`src/rtl/ripple_add_arb_pkg.sv`:
```
// Shared definitions for the ripple_add_arb block.
//   state_e      : controller states (IDLE, ADD, DONE)
//   DEF_SLICE_W  : default width of the shared ripple slice
//   DEF_NSLICE   : default number of slices per operand
//   ID_W         : width of the requester id carried with each result
package ripple_add_pkg;

  typedef enum logic [1:0] {
    IDLE = 2'd0,
    ADD  = 2'd1,
    DONE = 2'd2
  } state_e;

  localparam int DEF_SLICE_W = 4;
  localparam int DEF_NSLICE  = 4;
  localparam int ID_W        = 1;

endpackage

```
`src/rtl/ripple_add_arb_if.sv`:
```
// Request/response bundle for ripple_add_arb.
//   req0_* / req1_* : two operand requesters (valid/ready, a, b, carry-in)
//   rsp_*           : tagged result channel (valid/ready, sum, carry-out, id)
//   busy            : adder is working on or holding a result
// Modports: master = requester/consumer side, slave = the adder.
interface ripple_add_arb_if
  #(parameter int W = ripple_add_pkg::DEF_SLICE_W * ripple_add_pkg::DEF_NSLICE);
  import ripple_add_pkg::*;

  logic            req0_valid;
  logic            req0_ready;
  logic [W-1:0]    req0_a;
  logic [W-1:0]    req0_b;
  logic            req0_ci;

  logic            req1_valid;
  logic            req1_ready;
  logic [W-1:0]    req1_a;
  logic [W-1:0]    req1_b;
  logic            req1_ci;

  logic            rsp_valid;
  logic            rsp_ready;
  logic [W-1:0]    rsp_sum;
  logic            rsp_co;
  logic [ID_W-1:0] rsp_id;
  logic            busy;

  modport master (
    output req0_valid, req0_a, req0_b, req0_ci,
    output req1_valid, req1_a, req1_b, req1_ci,
    input  req0_ready, req1_ready,
    input  rsp_valid, rsp_sum, rsp_co, rsp_id, busy,
    output rsp_ready
  );

  modport slave (
    input  req0_valid, req0_a, req0_b, req0_ci,
    input  req1_valid, req1_a, req1_b, req1_ci,
    output req0_ready, req1_ready,
    output rsp_valid, rsp_sum, rsp_co, rsp_id, busy,
    input  rsp_ready
  );

endinterface

```
`src/rtl/ripple_add_arb_adder.sv`:
```
// ripple_adder: plain n-bit ripple-carry adder slice.
//   a, b : n-bit operands
//   ci   : carry-in
//   s    : n-bit sum
//   co   : carry-out of the top bit
module ripple_adder #(
  parameter int n = 4
) (
  input  logic [n-1:0] a,
  input  logic [n-1:0] b,
  input  logic         ci,
  output logic [n-1:0] s,
  output logic         co
);

  logic [n:0] c;

  always_comb begin
    c    = '0;
    s    = '0;
    c[0] = ci;
    for (int i = 0; i < n; i++) begin
      s[i]   = a[i] ^ b[i] ^ c[i];
      c[i+1] = (a[i] & b[i]) | (c[i] & (a[i] ^ b[i]));
    end
    co = c[n];
  end

endmodule

```
`src/rtl/ripple_add_arb.sv`:
```
// ripple_add_arb: two-requester wide adder built on one shared ripple slice.
// A round-robin arbiter accepts one operand pair at a time; the sum is then
// built one SLICE_W-bit slice per cycle (LSB first) with the carry held in a
// register between cycles, and returned tagged with the requester id.
//   clk, rst_n : clock, asynchronous active-low reset
//   bus        : ripple_add_arb_if.slave (requests, response, busy)
module ripple_add_arb
  import ripple_add_pkg::*;
#(
  parameter int SLICE_W = DEF_SLICE_W,
  parameter int NSLICE  = DEF_NSLICE
) (
  input logic              clk,
  input logic              rst_n,
  ripple_add_arb_if.slave  bus
);

  localparam int W     = SLICE_W * NSLICE;
  localparam int IDX_W = (NSLICE > 1) ? $clog2(NSLICE) : 1;
  localparam logic [IDX_W-1:0] LAST_IDX = IDX_W'(NSLICE - 1);

  state_e          state_q, state_d;
  logic [IDX_W-1:0] idx_q, idx_d;
  logic            carry_q, carry_d;
  logic            last_grant_q, last_grant_d;
  logic [W-1:0]    a_q, a_d;
  logic [W-1:0]    b_q, b_d;
  logic [W-1:0]    sum_q, sum_d;
  logic            rsp_valid_q, rsp_valid_d;
  logic            rsp_co_q, rsp_co_d;
  logic [ID_W-1:0] rsp_id_q, rsp_id_d;

  logic            grant_id;
  logic            idle_ok;
  logic            accept;
  logic [SLICE_W-1:0] slice_a, slice_b, slice_s;
  logic            slice_co;

  // On a tie the requester that did not win last time is granted.
  always_comb begin
    grant_id = 1'b0;
    if (bus.req0_valid && bus.req1_valid) begin
      grant_id = ~last_grant_q;
    end else if (bus.req1_valid) begin
      grant_id = 1'b1;
    end
  end

  // rst_n gates the readys so nothing looks acceptable while reset is held.
  assign idle_ok        = rst_n && (state_q == IDLE);
  assign bus.req0_ready = idle_ok && !grant_id && bus.req0_valid;
  assign bus.req1_ready = idle_ok &&  grant_id && bus.req1_valid;
  assign accept         = bus.req0_ready || bus.req1_ready;

  assign slice_a = a_q[int'(idx_q)*SLICE_W +: SLICE_W];
  assign slice_b = b_q[int'(idx_q)*SLICE_W +: SLICE_W];

  ripple_adder #(.n(SLICE_W)) u_slice (
    .a  (slice_a),
    .b  (slice_b),
    .ci (carry_q),
    .s  (slice_s),
    .co (slice_co)
  );

  always_comb begin
    state_d      = state_q;
    idx_d        = idx_q;
    carry_d      = carry_q;
    last_grant_d = last_grant_q;
    a_d          = a_q;
    b_d          = b_q;
    sum_d        = sum_q;
    rsp_valid_d  = rsp_valid_q;
    rsp_co_d     = rsp_co_q;
    rsp_id_d     = rsp_id_q;
    case (state_q)
      IDLE: begin
        if (accept) begin
          a_d          = grant_id ? bus.req1_a  : bus.req0_a;
          b_d          = grant_id ? bus.req1_b  : bus.req0_b;
          carry_d      = grant_id ? bus.req1_ci : bus.req0_ci;
          idx_d        = '0;
          rsp_id_d     = grant_id;
          last_grant_d = grant_id;
          state_d      = ADD;
        end
      end
      ADD: begin
        sum_d[int'(idx_q)*SLICE_W +: SLICE_W] = slice_s;
        carry_d = slice_co;
        idx_d   = idx_q + 1'b1;
        if (idx_q == LAST_IDX) begin
          idx_d       = '0;
          rsp_co_d    = slice_co;
          rsp_valid_d = 1'b1;
          state_d     = DONE;
        end
      end
      DONE: begin
        if (bus.rsp_ready) begin
          rsp_valid_d = 1'b0;
          state_d     = IDLE;
        end
      end
      default: state_d = IDLE;
    endcase
  end

  always_ff @(posedge clk or negedge rst_n) begin
    if (!rst_n) begin
      state_q      <= IDLE;
      idx_q        <= '0;
      carry_q      <= 1'b0;
      last_grant_q <= 1'b1;
      a_q          <= '0;
      b_q          <= '0;
      sum_q        <= '0;
      rsp_valid_q  <= 1'b0;
      rsp_co_q     <= 1'b0;
      rsp_id_q     <= '0;
    end else begin
      state_q      <= state_d;
      idx_q        <= idx_d;
      carry_q      <= carry_d;
      last_grant_q <= last_grant_d;
      a_q          <= a_d;
      b_q          <= b_d;
      sum_q        <= sum_d;
      rsp_valid_q  <= rsp_valid_d;
      rsp_co_q     <= rsp_co_d;
      rsp_id_q     <= rsp_id_d;
    end
  end

  assign bus.rsp_valid = rsp_valid_q;
  assign bus.rsp_sum   = sum_q;
  assign bus.rsp_co    = rsp_co_q;
  assign bus.rsp_id    = rsp_id_q;
  assign bus.busy      = (state_q != IDLE);

endmodule
```
`src/flat_wrapper.sv`:
```
// flat-port wrapper written by rule: the top's interface ports become plain ports
module ripple_add_arb_flat import ripple_add_pkg::*;
#(
  parameter int SLICE_W = DEF_SLICE_W,
  parameter int NSLICE  = DEF_NSLICE
)
  (clk, rst_n, bus_req0_valid, bus_req0_a, bus_req0_b, bus_req0_ci, bus_req1_valid, bus_req1_a, bus_req1_b, bus_req1_ci, bus_req0_ready, bus_req1_ready, bus_rsp_valid, bus_rsp_sum, bus_rsp_co, bus_rsp_id, bus_busy, bus_rsp_ready);
  ripple_add_arb_if bus_i ();
  input logic clk;
  input logic rst_n;
  input wire logic [$bits(bus_i.req0_valid)-1:0] bus_req0_valid;
  input wire logic [$bits(bus_i.req0_a)-1:0] bus_req0_a;
  input wire logic [$bits(bus_i.req0_b)-1:0] bus_req0_b;
  input wire logic [$bits(bus_i.req0_ci)-1:0] bus_req0_ci;
  input wire logic [$bits(bus_i.req1_valid)-1:0] bus_req1_valid;
  input wire logic [$bits(bus_i.req1_a)-1:0] bus_req1_a;
  input wire logic [$bits(bus_i.req1_b)-1:0] bus_req1_b;
  input wire logic [$bits(bus_i.req1_ci)-1:0] bus_req1_ci;
  output wire logic [$bits(bus_i.req0_ready)-1:0] bus_req0_ready;
  output wire logic [$bits(bus_i.req1_ready)-1:0] bus_req1_ready;
  output wire logic [$bits(bus_i.rsp_valid)-1:0] bus_rsp_valid;
  output wire logic [$bits(bus_i.rsp_sum)-1:0] bus_rsp_sum;
  output wire logic [$bits(bus_i.rsp_co)-1:0] bus_rsp_co;
  output wire logic [$bits(bus_i.rsp_id)-1:0] bus_rsp_id;
  output wire logic [$bits(bus_i.busy)-1:0] bus_busy;
  input wire logic [$bits(bus_i.rsp_ready)-1:0] bus_rsp_ready;
  assign bus_i.req0_valid = bus_req0_valid;
  assign bus_i.req0_a = bus_req0_a;
  assign bus_i.req0_b = bus_req0_b;
  assign bus_i.req0_ci = bus_req0_ci;
  assign bus_i.req1_valid = bus_req1_valid;
  assign bus_i.req1_a = bus_req1_a;
  assign bus_i.req1_b = bus_req1_b;
  assign bus_i.req1_ci = bus_req1_ci;
  assign bus_req0_ready = bus_i.req0_ready;
  assign bus_req1_ready = bus_i.req1_ready;
  assign bus_rsp_valid = bus_i.rsp_valid;
  assign bus_rsp_sum = bus_i.rsp_sum;
  assign bus_rsp_co = bus_i.rsp_co;
  assign bus_rsp_id = bus_i.rsp_id;
  assign bus_busy = bus_i.busy;
  assign bus_i.rsp_ready = bus_rsp_ready;
  ripple_add_arb #(.SLICE_W(SLICE_W), .NSLICE(NSLICE)) u_core (.clk(clk), .rst_n(rst_n), .bus(bus_i));
endmodule
```
`config.mk`:
```
export PLATFORM = sky130hd
export DESIGN_NAME = ripple_add_arb_flat
export DESIGN_NICKNAME = d
export VERILOG_FILES = /design/src/rtl/ripple_add_arb_pkg.sv /design/src/rtl/ripple_add_arb_if.sv /design/src/rtl/ripple_add_arb_adder.sv /design/src/rtl/ripple_add_arb.sv /design/src/flat_wrapper.sv
export SDC_FILE = /design/constraint.sdc
export NUM_CORES = 1
export LEC_CHECK = 0
export CAP_MARGIN = 30
export CORE_MARGIN = 2
export CORE_UTILIZATION = 43
export DETAILED_ROUTE_END_ITERATION = 16
export HOLD_SLACK_MARGIN = 0.03
export PLACE_DENSITY = 0.77
export SETUP_SLACK_MARGIN = 0.4
export SLEW_MARGIN = 5
export SYNTH_ARGS = -nofsm -noshare
export SYNTH_HDL_FRONTEND = slang
export SYNTH_SLANG_ARGS = --single-unit
```
`constraint.sdc`:
```
create_clock -name clk -period 3.2 [get_ports clk]
set_input_delay 0.32 -clock clk [delete_from_list [all_inputs] [get_ports clk]]
set_output_delay 0.32 -clock clk [all_outputs]
set_load 0.05 [all_outputs]
```
* After elaboration in Yosys (flattened, before gate mapping)
Index checks and enable logic that the tools add are counted.
** Operators by class
- Add/subtract/negate cells :: 2
- Equality and inequality tests :: 6
- Shift-type cells :: 4
- Multiplexer cells :: 18
- Bitwise logic cells :: 21
- Reductions and logical operators :: 17
** Operator list (number)
- 4-bit negation with 33-bit output :: 1
- 4-bit by 33-bit variable shift with 16-bit output (first input constant) :: 1
- 4-bit by 33-bit variable part select with 16-bit output :: 1
- 16-bit two-way mux :: 2
- 16-bit by 5-bit variable part select with 4-bit output :: 2
- 16-bit bitwise mux :: 1
- 2-bit two-way mux :: 5
- 1-bit AND :: 8
- 1-bit bitwise XOR :: 8
- 1-bit logical AND :: 6
- 1-bit two-way mux :: 6
- 2-bit case mux with 3 select lines :: 1
- 2-bit AND reduction :: 3
- 3-bit AND reduction :: 2
- 2-bit nonzero test :: 3
- 2-bit equality test (second input constant) :: 2
- 2-bit by 1-bit != test with 1-bit output (second input constant) :: 2
- 1-bit bitwise OR :: 4
- 1-bit case mux with 2 select lines :: 2
- 2-bit case mux with 2 select lines :: 1
- 2-bit by 1-bit adder with 2-bit output (second input constant) :: 1
- 2-bit by 1-bit equality test with 1-bit output (second input constant) :: 1
- 2-bit logical NOT :: 1
- 2-bit != test (second input constant) :: 1
- 3 further kinds :: 3
** Storage, ports and cells
- Register bits :: 57
- Input bits :: 71
- Output and inout port bits :: 22
- Logic and storage cells :: 78

* Depth between registers and ports, before layout
Gate-level depths: netlist (run 1).
- Depth after elaboration :: 11
- Depth in mapped cells :: 10

* Cells and area by module
Synthesis (run 1) repeated with hierarchy kept, for this count alone.
** Unflattened totals
- Cell total of the unflattened synthesis :: 224
- Area, all modules :: 3026.7 µm²
** Modules (own cells, without submodules)
- ripple_add_arb :: times used 1, cells an instance 210, area an instance 2909.0 µm², seq. area each 1427.6 µm²
- ripple_adder :: times used 1, cells an instance 14, area an instance 117.6 µm², seq. area each 0.0 µm²

* Least setup slack after synthesis (run 1)
No wires, ideal clock.
- Kind :: register to register
- Start :: register u_core.idx_q[0]
- End :: register u_core.sum_q[7] (netlist: u_core.bus.rsp_sum[7])
- Data arrival time :: 2.896 ns
- Data required time :: 3.104 ns
- Slack :: 0.208 ns
- Cell stages (with the launch flop) :: 11
- Path buffers :: 1
- Cell sequence :: dfrtp_1 -> buf_2 -> mux4_2 -> fa_1 -> inv_1 -> fa_1 -> fa_1 -> inv_1 -> fa_1 -> nand2b_1 -> o31ai_1
** Between the ends
- Cells in the longest elaborated chain, start to end :: 11
** Ends and longest elaborated chain
- from (decl) :: line ripple_add_arb.sv:23 : logic [IDX_W-1:0] idx_q, idx_d;
- from (signal assigned) :: line ripple_add_arb.sv:124 : idx_q <= idx_d;
- 16-bit by 5-bit variable part select with 4-bit output, on equally long branches :: line ripple_add_arb.sv:55, ripple_add_arb.sv:56
- 1-bit bitwise XOR :: line ripple_add_arb_adder.sv:23, ripple_add_arb_adder.sv:24
- 1-bit AND :: line ripple_add_arb_adder.sv:24 : c[i+1] = (a[i] & b[i]) | (c[i] & (a[i] ^ b[i]));
- 1-bit bitwise OR :: line ripple_add_arb_adder.sv:24
- 1-bit AND :: line ripple_add_arb_adder.sv:24
- 1-bit bitwise OR :: line ripple_add_arb_adder.sv:24
- 1-bit AND :: line ripple_add_arb_adder.sv:24
- 1-bit bitwise OR :: line ripple_add_arb_adder.sv:24
- 1-bit bitwise XOR :: line ripple_add_arb_adder.sv:23 : s[i] = a[i] ^ b[i] ^ c[i];
- 4-bit by 33-bit variable part select with 16-bit output :: line ripple_add_arb.sv:90 : sum_d[int'(idx_q)*SLICE_W +: SLICE_W] = slice_s;
- 16-bit bitwise mux * :: line ripple_add_arb.sv:90
- to (signal assigned) :: line ripple_add_arb.sv:129 : sum_q <= sum_d;
- to (decl) :: line ripple_add_arb.sv:28 : logic [W-1:0] sum_q, sum_d;
Every way passes the cells marked *; elsewhere a longest branch is shown, timed or not.
A chain may end at the register's enable or synchronous reset.

* Worst setup path after layout (run 1)
Same ends and word-level chain as after synthesis.

==> reports/metrics.cfg, run 1 <==
[run_status]
status=finished clean

[worst_setup_path]
critPathLaunch=u_core.idx_q[0]
path_class=register to register
cp-start-kind=register
path_max_fanout=6
r2r_setup_slack_ns=0.46
critPathRequiredTime_ns=3.44
rr_worst_depth=9
timing.rr.start=u_core.idx_q[0]
end_kind=register
cp.arrival_ns=2.98
timing.rr.end=u_core.bus.rsp_sum[7]
endpoint=u_core.bus.rsp_sum[7]

[drt]
met3_length_um=283
wl_mm=6.59
viasPerCell=5.07
highest_layer=met4
dr.pass1.iters=4
via_count=2192
drtAntennaViolNets=0
routed-wl-met2_mm=3.30
drt-initial-drc-count=85
wire_per_inst_um=15.2
m1WireLength_mm=2.85
drc=0

[floorplanning]
die_w_um=88.4
initial_utilization_pct=44.8
core-area_sq_mm=0.00683
rows=30
io_pins=93
die_h_um=88.4
dieArea_sq_mm=0.00781

[cts]
cts_max_level=3
clock_sinks=57
clk_latency_ns=0.34
cts_tree=yes
path_clk_slew_ns=0.06
cts-root-buf=clkbuf_8
clockBufferDepth=2
cts_inserted_buffers=9

[timing]
rsz0062_at_grt=true
skew_ns=0.00515
period_minus_slack_ns=2.74
max-slew-margin-rel_pct=66.3
final-setup-viol-count=0
max_slew.worst_pin.slew_ns=0.503
fmax_mhz=365
slew_viol_final=0
post-route-period-util_pct=85.6
tns_ns=0
holdWs_ns=0.472
hold_viol=0

[final_layout]
layout_common_cells=91 x clkdlybuf4s50_1, 65 x mux2_2, 55 x dfrtp_1
antenna_cells=0
final_common_cell=clkdlybuf4s50_1
num-fill-cells=545
nets=412
multi_input_area_sq_mm=0.00154
drive_above_1_share_pct=31.5
area_delta_synth_final_pct=40.4
seq_area_sq_mm=0.00143

[worst_hold_path]
worstHoldPathType=register to register

[power_and_ir_drop]
p_per_area_mw_per_mm2=953
peakVddDrop_uv=419
power.leakage_nw=1.77

[global_routing]
grt_pass1_vias=2176
antenna_found_initial=0
grt_max_degree=37
grt_usage_pct=17.9
grt_pass1_wl_mm=10.4
globalRoute.totalOverflow=0

[synth]
synth-seq-area-share_pct=46.6
syn_area_per_cell_sq_um=13.3
ys_types=36
ys_ff_latch=57
yosysWarnings=0
netlist_area_sq_mm=0.00306
syn-num-nets=311
netlist_instances=230

[job]
drv_cap=0

[placement]
hpwl_mm=4.99
place.gp.congestion=0.837
port_buffers=92

[cell usage after synthesis]
cell | instances | area [sq um]
ha_1 | 6 | 75.1
o21bai_1 | 1 | 7.51
or2_4 | 1 | 8.76
o311a_1 | 1 | 10.0
nor3_4 | 1 | 16.3
o41ai_1 | 6 | 52.6
a22o_1 | 2 | 17.5
clkbuf_1 | 2 | 7.51
buf_1 | 1 | 3.75
nor2_1 | 3 | 11.3
mux2_1 | 1 | 11.3
or4b_1 | 1 | 10.0
nand2_1 | 21 | 78.8
a21boi_2 | 1 | 11.3
o31ai_1 | 9 | 67.6
and2_1 | 1 | 6.26
dfrtp_1 | 56 | 1400
nand4bb_1 | 1 | 11.3
buf_2 | 5 | 25.0
nand3b_4 | 1 | 20.0
a221o_1 | 1 | 10.0
nand2b_1 | 4 | 25.0
mux2_2 | 65 | 732
nor2b_1 | 1 | 6.26
a21oi_1 | 2 | 10.0
inv_1 | 10 | 37.5
or3_1 | 1 | 6.26
o21ai_0 | 3 | 15.0
nor4b_1 | 1 | 8.76
mux4_2 | 8 | 180
nor3b_1 | 1 | 7.51
a21o_1 | 1 | 7.51
buf_6 | 3 | 33.8
dfstp_2 | 1 | 26.3
fa_1 | 4 | 80.1
nand3b_1 | 3 | 22.5
[state kept, by name, indices dropped and copies added (netlist names)]
| name | cells |
|---|---|
| u_core.a_q | 16 |
| u_core.b_q | 16 |
| u_core.bus.rsp_co | 1 |
| u_core.bus.rsp_id | 1 |
| u_core.bus.rsp_sum | 16 |
| u_core.bus.rsp_valid | 1 |
| u_core.carry_q | 1 |
| u_core.idx_q | 2 |
| u_core.last_grant_q | 1 |
| u_core.state_q | 2 |
[critical path: stages, from the launching register on]
cell	delay, ns
dfrtp_2	0.43
mux4_2	0.54
fa_2	0.37
inv_2	0.06
fa_2	0.19
fa_1	0.17
inv_1	0.05
fa_1	0.50
nand2b_1	0.10
o31ai_1	0.25
[worst min path at each step]
stage	start	endpoint	depth (start not counted)
final	u_core.bus.rsp_sum[8]	u_core.bus.rsp_sum[8]	2
after global routing	u_core.bus.rsp_id	u_core.bus.rsp_id	1
after CTS	u_core.bus.rsp_sum[8]	u_core.bus.rsp_sum[8]	2
after detailed placement	rst_n	u_core.bus.rsp_valid	2
after global placement	rst_n	u_core.bus.rsp_valid	2
after floorplan	rst_n	u_core.a_q[0]	0
[cell type report]
| type | count | area share (%) |
|---|---|---|
| clock buffer | 13 | 3.70 |
| inverter | 10 | 0.873 |
| timing repair buffer | 101 | 23.1 |
| tap | 96 | 2.79 |
| sequential | 57 | 33.2 |
| clock inverter | 3 | 0.349 |
| multi-input combinational | 152 | 35.9 |
[cell families (layout without fill, tap and decap cells)]
group / Yosys count / count (layout) / synth area share, %
and+or+nand+nor: 41 / 41 / 7.81
DFF: 57 / 57 / 46.6
adders and majority gates: 10 / 10 / 5.07
muxes: 74 / 74 / 30.2
buffers and inverters: 21 / 127 / 3.51
AOI/OAI and AO/OA: 27 / 27 / 6.82
[power by group]
part	internal (mW)	switching, mW
sequential	1.05	0.227
clock	0.319	0.272
combinational	1.05	1.18
total	2.42	1.68
[routing by layer]
metal | vias up | GRT usage [%]
met5 | - | 0
met2 | 59 | 28.6
met1 | 1073 | 23.0
met3 | 12 | 3.92
li1 | 1048 | -
met4 | 0 | 9.23
[what timing repair did]
item                       4_1_cts  5_1_grt
hold buffers                     1        0
resized for setup                0        6
setup endpoints to repair        0        4
setup buffers                    0        2
hold endpoints to repair        25        0
[per-stage QoR]
| step | instances | utilization (%) | setup WS [ns] | power, mW | area, sq um |
|---|---|---|---|---|---|
| floorplan | 230 | - | 0.432 | 2.80 | 3070 |
| global placement | 413 | 59.7 | 0.492 | 3.40 | 4080 |
| detailed placement | 413 | 59.7 | 0.432 | 3.46 | 4080 |
| CTS | 430 | 62.4 | 0.419 | 4.06 | 4270 |
| global route | 432 | 62.9 | 0.364 | 4.35 | 4300 |
| finish | 432 | 62.9 | 0.459 | 4.09 | 4300 |
No activity file was read; power rests on OpenSTA's default activity.
==> run 2, diff against run 1 <==
--- a/config.mk
+++ b/config.mk
@@ -5,8 +5,9 @@
 export SDC_FILE = /design/constraint.sdc
 export NUM_CORES = 1
 export LEC_CHECK = 0
+export ABC_CLOCK_PERIOD_IN_PS = 3200
 export CAP_MARGIN = 30
-export CORE_MARGIN = 2
+export CORE_MARGIN = 3
 export CORE_UTILIZATION = 43
 export DETAILED_ROUTE_END_ITERATION = 16
 export HOLD_SLACK_MARGIN = 0.03
==> run 2 against run 1 <==
Total power up 1.2%. Non-clock buffer count unchanged. Cell count unchanged. Sequential power about the same. Setup slack better by 0.053 ns. Utilization up 0.055 points. Clock power up 10%. Global-route usage down 0.59 points. Critical path type unchanged. Critical endpoint unchanged.
==> reports/metrics.cfg, run 2 (synthesis gave the netlist of run 1 again) <==
[drt]
drtAntennaViolNets=0
wl_mm=6.68
via_count=2199
drt-initial-drc-count=61
drc=0
viasPerCell=5.09
dr.pass1.iters=4
wire_per_inst_um=15.5

[worst_setup_path]
critPathRequiredTime_ns=3.45
timing.rr.end=u_core.bus.rsp_sum[7]
path_class=register to register
timing.rr.start=u_core.idx_q[0]
cpMaxStageDelayCell=mux4_2
path_max_fanout=5
rr_worst_depth=9
cp-start-kind=register
slowest_delay_ns=0.53
end_kind=register
path_cells=mux4_2, fa_2, inv_1, fa_2, fa_1, inv_1, fa_1, nand2b_1, o31ai_1
cp.arrival_ns=2.94
r2r_setup_slack_ns=0.51

[global_routing]
globalRoute.totalOverflow=0
antenna_found_initial=0
grt_max_degree=37
grt_pass1_vias=2344
grt_pass1_wl_mm=11.1
grt_usage_pct=17.3

[final_layout]
layout_common_cells=91 x clkdlybuf4s50_1, 65 x mux2_2, 55 x dfrtp_1
area_delta_synth_final_pct=40.5
num-fill-cells=563
antenna_cells=0
final_common_cell=clkdlybuf4s50_1
nets=412
drive_above_1_share_pct=31.0

[cts]
clk_latency_ns=0.34
cts_inserted_buffers=9
path_clk_slew_ns=0.07
cts_max_level=3
cts-root-buf=clkbuf_8
cts_tree=yes
clockBufferDepth=2
clock_sinks=57

[placement]
port_buffers=92
place.gp.congestion=0.815
hpwl_mm=5.12

[floorplanning]
initial_utilization_pct=44.8
die_w_um=90.4
rows=30
dieArea_sq_mm=0.00817
core-area_sq_mm=0.00683
die_h_um=90.4
io_pins=93

[timing]
hold_viol=0
slew_viol_final=0
skew_ns=0.00854
post-route-period-util_pct=84.0
rsz0062_at_grt=true
tns_ns=0
period_minus_slack_ns=2.69
fmax_mhz=372
final-setup-viol-count=0
max-slew-margin-rel_pct=65.5
max_slew.worst_pin.slew_ns=0.516

[power_and_ir_drop]
power.leakage_nw=1.77
finalPower_mw=4.14
peakVddDrop_uv=422
p_per_area_mw_per_mm2=963

[run_status]
status=finished clean

[job]
drv_cap=0

[worst_hold_path]
worstHoldPathType=primary input to asynchronous set/reset pin

## run 2: changes by cell type in the layout (fill, tap and decap cells not counted), sizes merged
| cell | delta |
|---|---|
| clkbuf | -1 |
| bufinv | +1 |
## run 2: what timing repair did
item,in CTS,in global routing
setup endpoints to repair,0,5
buffers inserted,0,2
gates resized for setup,0,2
hold buffers,1,0
hold endpoints to repair,3,0
## run 2: worst max-delay path: cells and delay by family (launching register included)
| kind | cells | cell delay [ns] |
|---|---|---|
| adders and majority gates | 4 | 1.20 |
| muxes | 1 | 0.53 |
| DFF | 1 | 0.42 |
| AOI/OAI and AO/OA | 1 | 0.23 |
| buffers and inverters | 2 | 0.12 |
| and+or+nand+nor | 1 | 0.10 |
## run 2: through the flow
| stage | hold slack (ns) | worst slack, ns | cell area [sq um] | utilization [%] | std cells |
|---|---|---|---|---|---|
| 5_1_grt | 0.322 | 0.359 | 4300 | 63.0 | 432 |
| 3_5_place_dp | 0.137 | 0.448 | 4080 | 59.7 | 413 |
| 2_1_floorplan | 0.0244 | 0.432 | 3070 | - | 230 |
| 3_3_place_gp | 0.136 | 0.496 | 4080 | 59.7 | 413 |
| 6_report | 0.324 | 0.512 | 4300 | 63.0 | 432 |
| 4_1_cts | 0.325 | 0.448 | 4280 | 62.7 | 430 |
## run 2: cell type report
| type | instances | area, sq um | share of cell area [%] |
|---|---|---|---|
| clock buffers | 12 | 145 | 3.37 |
| clock inverters | 4 | 45.0 | 1.05 |
| inverters | 10 | 37.5 | 0.873 |
| multi-input cells | 152 | 1540 | 35.8 |
| flip-flops and latches | 57 | 1430 | 33.2 |
| well taps | 96 | 120 | 2.79 |
| repair buffers | 101 | 986 | 22.9 |
## run 2: how the worst max path moves through the flow
stage                         start                      to
floorplan           u_core.idx_q[0]   u_core.bus.rsp_sum[7]
global placement    u_core.idx_q[0]   u_core.bus.rsp_sum[7]
detailed placement  u_core.idx_q[0]  u_core.bus.rsp_sum[15]
CTS                 u_core.idx_q[0]  u_core.bus.rsp_sum[15]
global route        u_core.idx_q[0]   u_core.bus.rsp_sum[7]
finish              u_core.idx_q[0]   u_core.bus.rsp_sum[7]
## run 2: report_power, final
part / leakage [nW] / internal [mW] / switching (mW)
combinational: 0.964 / 1.04 / 1.17
sequential: 0.706 / 1.05 / 0.238
clock: 0.100 / 0.377 / 0.276
## run 2: layer usage
metal / share of wire [%] / GRT usage (%) / wire length, um / vias to the layer above
met5: 0 / 0 / 0 / -
met4: 2.1 / 7.78 / 141 / 0
met3: 5.8 / 5.08 / 390 / 16
met2: 51 / 30.1 / 3430 / 66
met1: 41 / 19.7 / 2720 / 1071
li1: - / - / - / 1046
==> variant, RTL diff (settings of run 1) <==
Set the package constant `DEF_SLICE_W` to 6 (it was 4).
--- a/src/rtl/ripple_add_arb_pkg.sv
+++ b/src/rtl/ripple_add_arb_pkg.sv
@@ -11,7 +11,7 @@
     DONE = 2'd2
   } state_e;
 
-  localparam int DEF_SLICE_W = 4;
+  localparam int DEF_SLICE_W = 6;
   localparam int DEF_NSLICE  = 4;
   localparam int ID_W        = 1;
 
Ports: changed (5 resized); port bits go from 93 to 133. No check against the original RTL was run, so the function may have changed too.
==> variant against run 1 <==
The run now ends with negative setup slack left. Cell area is 52% higher. Sequential cell count rose by 24. Synthesized cell count grew 38%. Clock power is 36% higher. Worst setup slack worse by 1.1 ns. Routed wire length rose by 60%. Synthesized area up 52%. Power grew 90%. Critical path depth is 2 higher.
==> variant: results (changes against run 1) <==
The number of port buffers came out at 132 (+43%). The detailed-route via count was 3,155 (+44%). The tools report the total half-perimeter wirelength after legalization and detailed placement as 8043 µm (+61%). The global-route met3 utilization is 0.02954 (-0.009643). The tools report the internal portion of total power as 4739 µW (+96%). For the wire length on met3, the log shows 560 µm (+98%).

The total global routing track utilization was 0.1949 (+0.01572). The routability-driven placement congestion ratio is 0.8353 (-0.24%). Yosys attributes the largest share of cell area to dfrtp_1, mux2_4, mux2_2, mux4_2, a22o_1.

The logs give 94 (+11%) for the detailed router's first-iteration violation count and 673.0 µV (+61%) for the maximum ir drop on the vdd rail. The endpoint arrival time on the critical path was 4.09 ns (+1.11 ns). The endpoint identified for the worst register-to-register timing path is u_core.bus.rsp_sum[17].

The logs give 0.002776 µW (+57%) for the standby leakage power and 53 (+43%) for the pin count of the biggest net entering global routing. The sequential element share of the synthesized area came out at 0.4358 (-0.03053). The run finished, with violations left. The fraction of the mapped netlist area in adder cells works out to 0.04194 (-0.008739). The kind of path behind the tightest hold check is in2async.

The transition time of the tightest slew-check pin was 0.6511 ns (+0.1476 ns); the final setup slack of the worst path was -0.6581 ns (-1.117 ns). The wire length on met2 came out at 5271 µm (+60%). The tools report the final setup violation count as 16 (+16).

The count of cell types in the netlist came out at 47 (+31%). The global-route wire length before repair came out at 17,420 µm (+68%). The checks that failed: negative setup slack.

The number of nets in the finished design is 583 (+42%). The wire length per cell after detailed routing works out to 17.28 µm (+13%). The power in the clock group is 808 µW (+36%). By count the netlist is led by dfrtp_1, mux2_2, mux2_4, a22o_1, mux4_2.

The tools report the worst setup timing slack at the placement stage as -0.7598 ns (-1.192 ns).
variant: worst max-delay path, stage by stage, from the launching register on:
cell and delay (ns):
dfrtp_2 0.41, mux4_2 0.53, fa_2 0.38, fa_2 0.35, fa_2 0.35, fa_2 0.35
fa_2 0.35, fa_2 0.47, buf_6 0.15, mux2i_1 0.13, o21ai_1 0.09, a22o_1 0.20
variant: what timing repair did:
item	in CTS	in global routing
endpoints found under the setup margin	20	20
pin swaps	6	5
setup buffers	3	3
gates resized for setup	8	3
variant: area by class of cell:
class / instances / area [µm²]
clock inverter: 3 / 65.06
inverter: 5 / 18.77
timing repair buffer: 157 / 1548
tap: 136 / 170.2
fill: 794 / 3904
multi-input combinational: 214 / 2532
sequential: 81 / 2029
clock buffer: 13 / 148.9
variant: stage by stage:
step                cell area (µm²)  std cells
floorplan                      4692        318
global placement               6211        587
detailed placement             6211        587
CTS                            6477        606
global route                   6513        609
finish                         6513        609
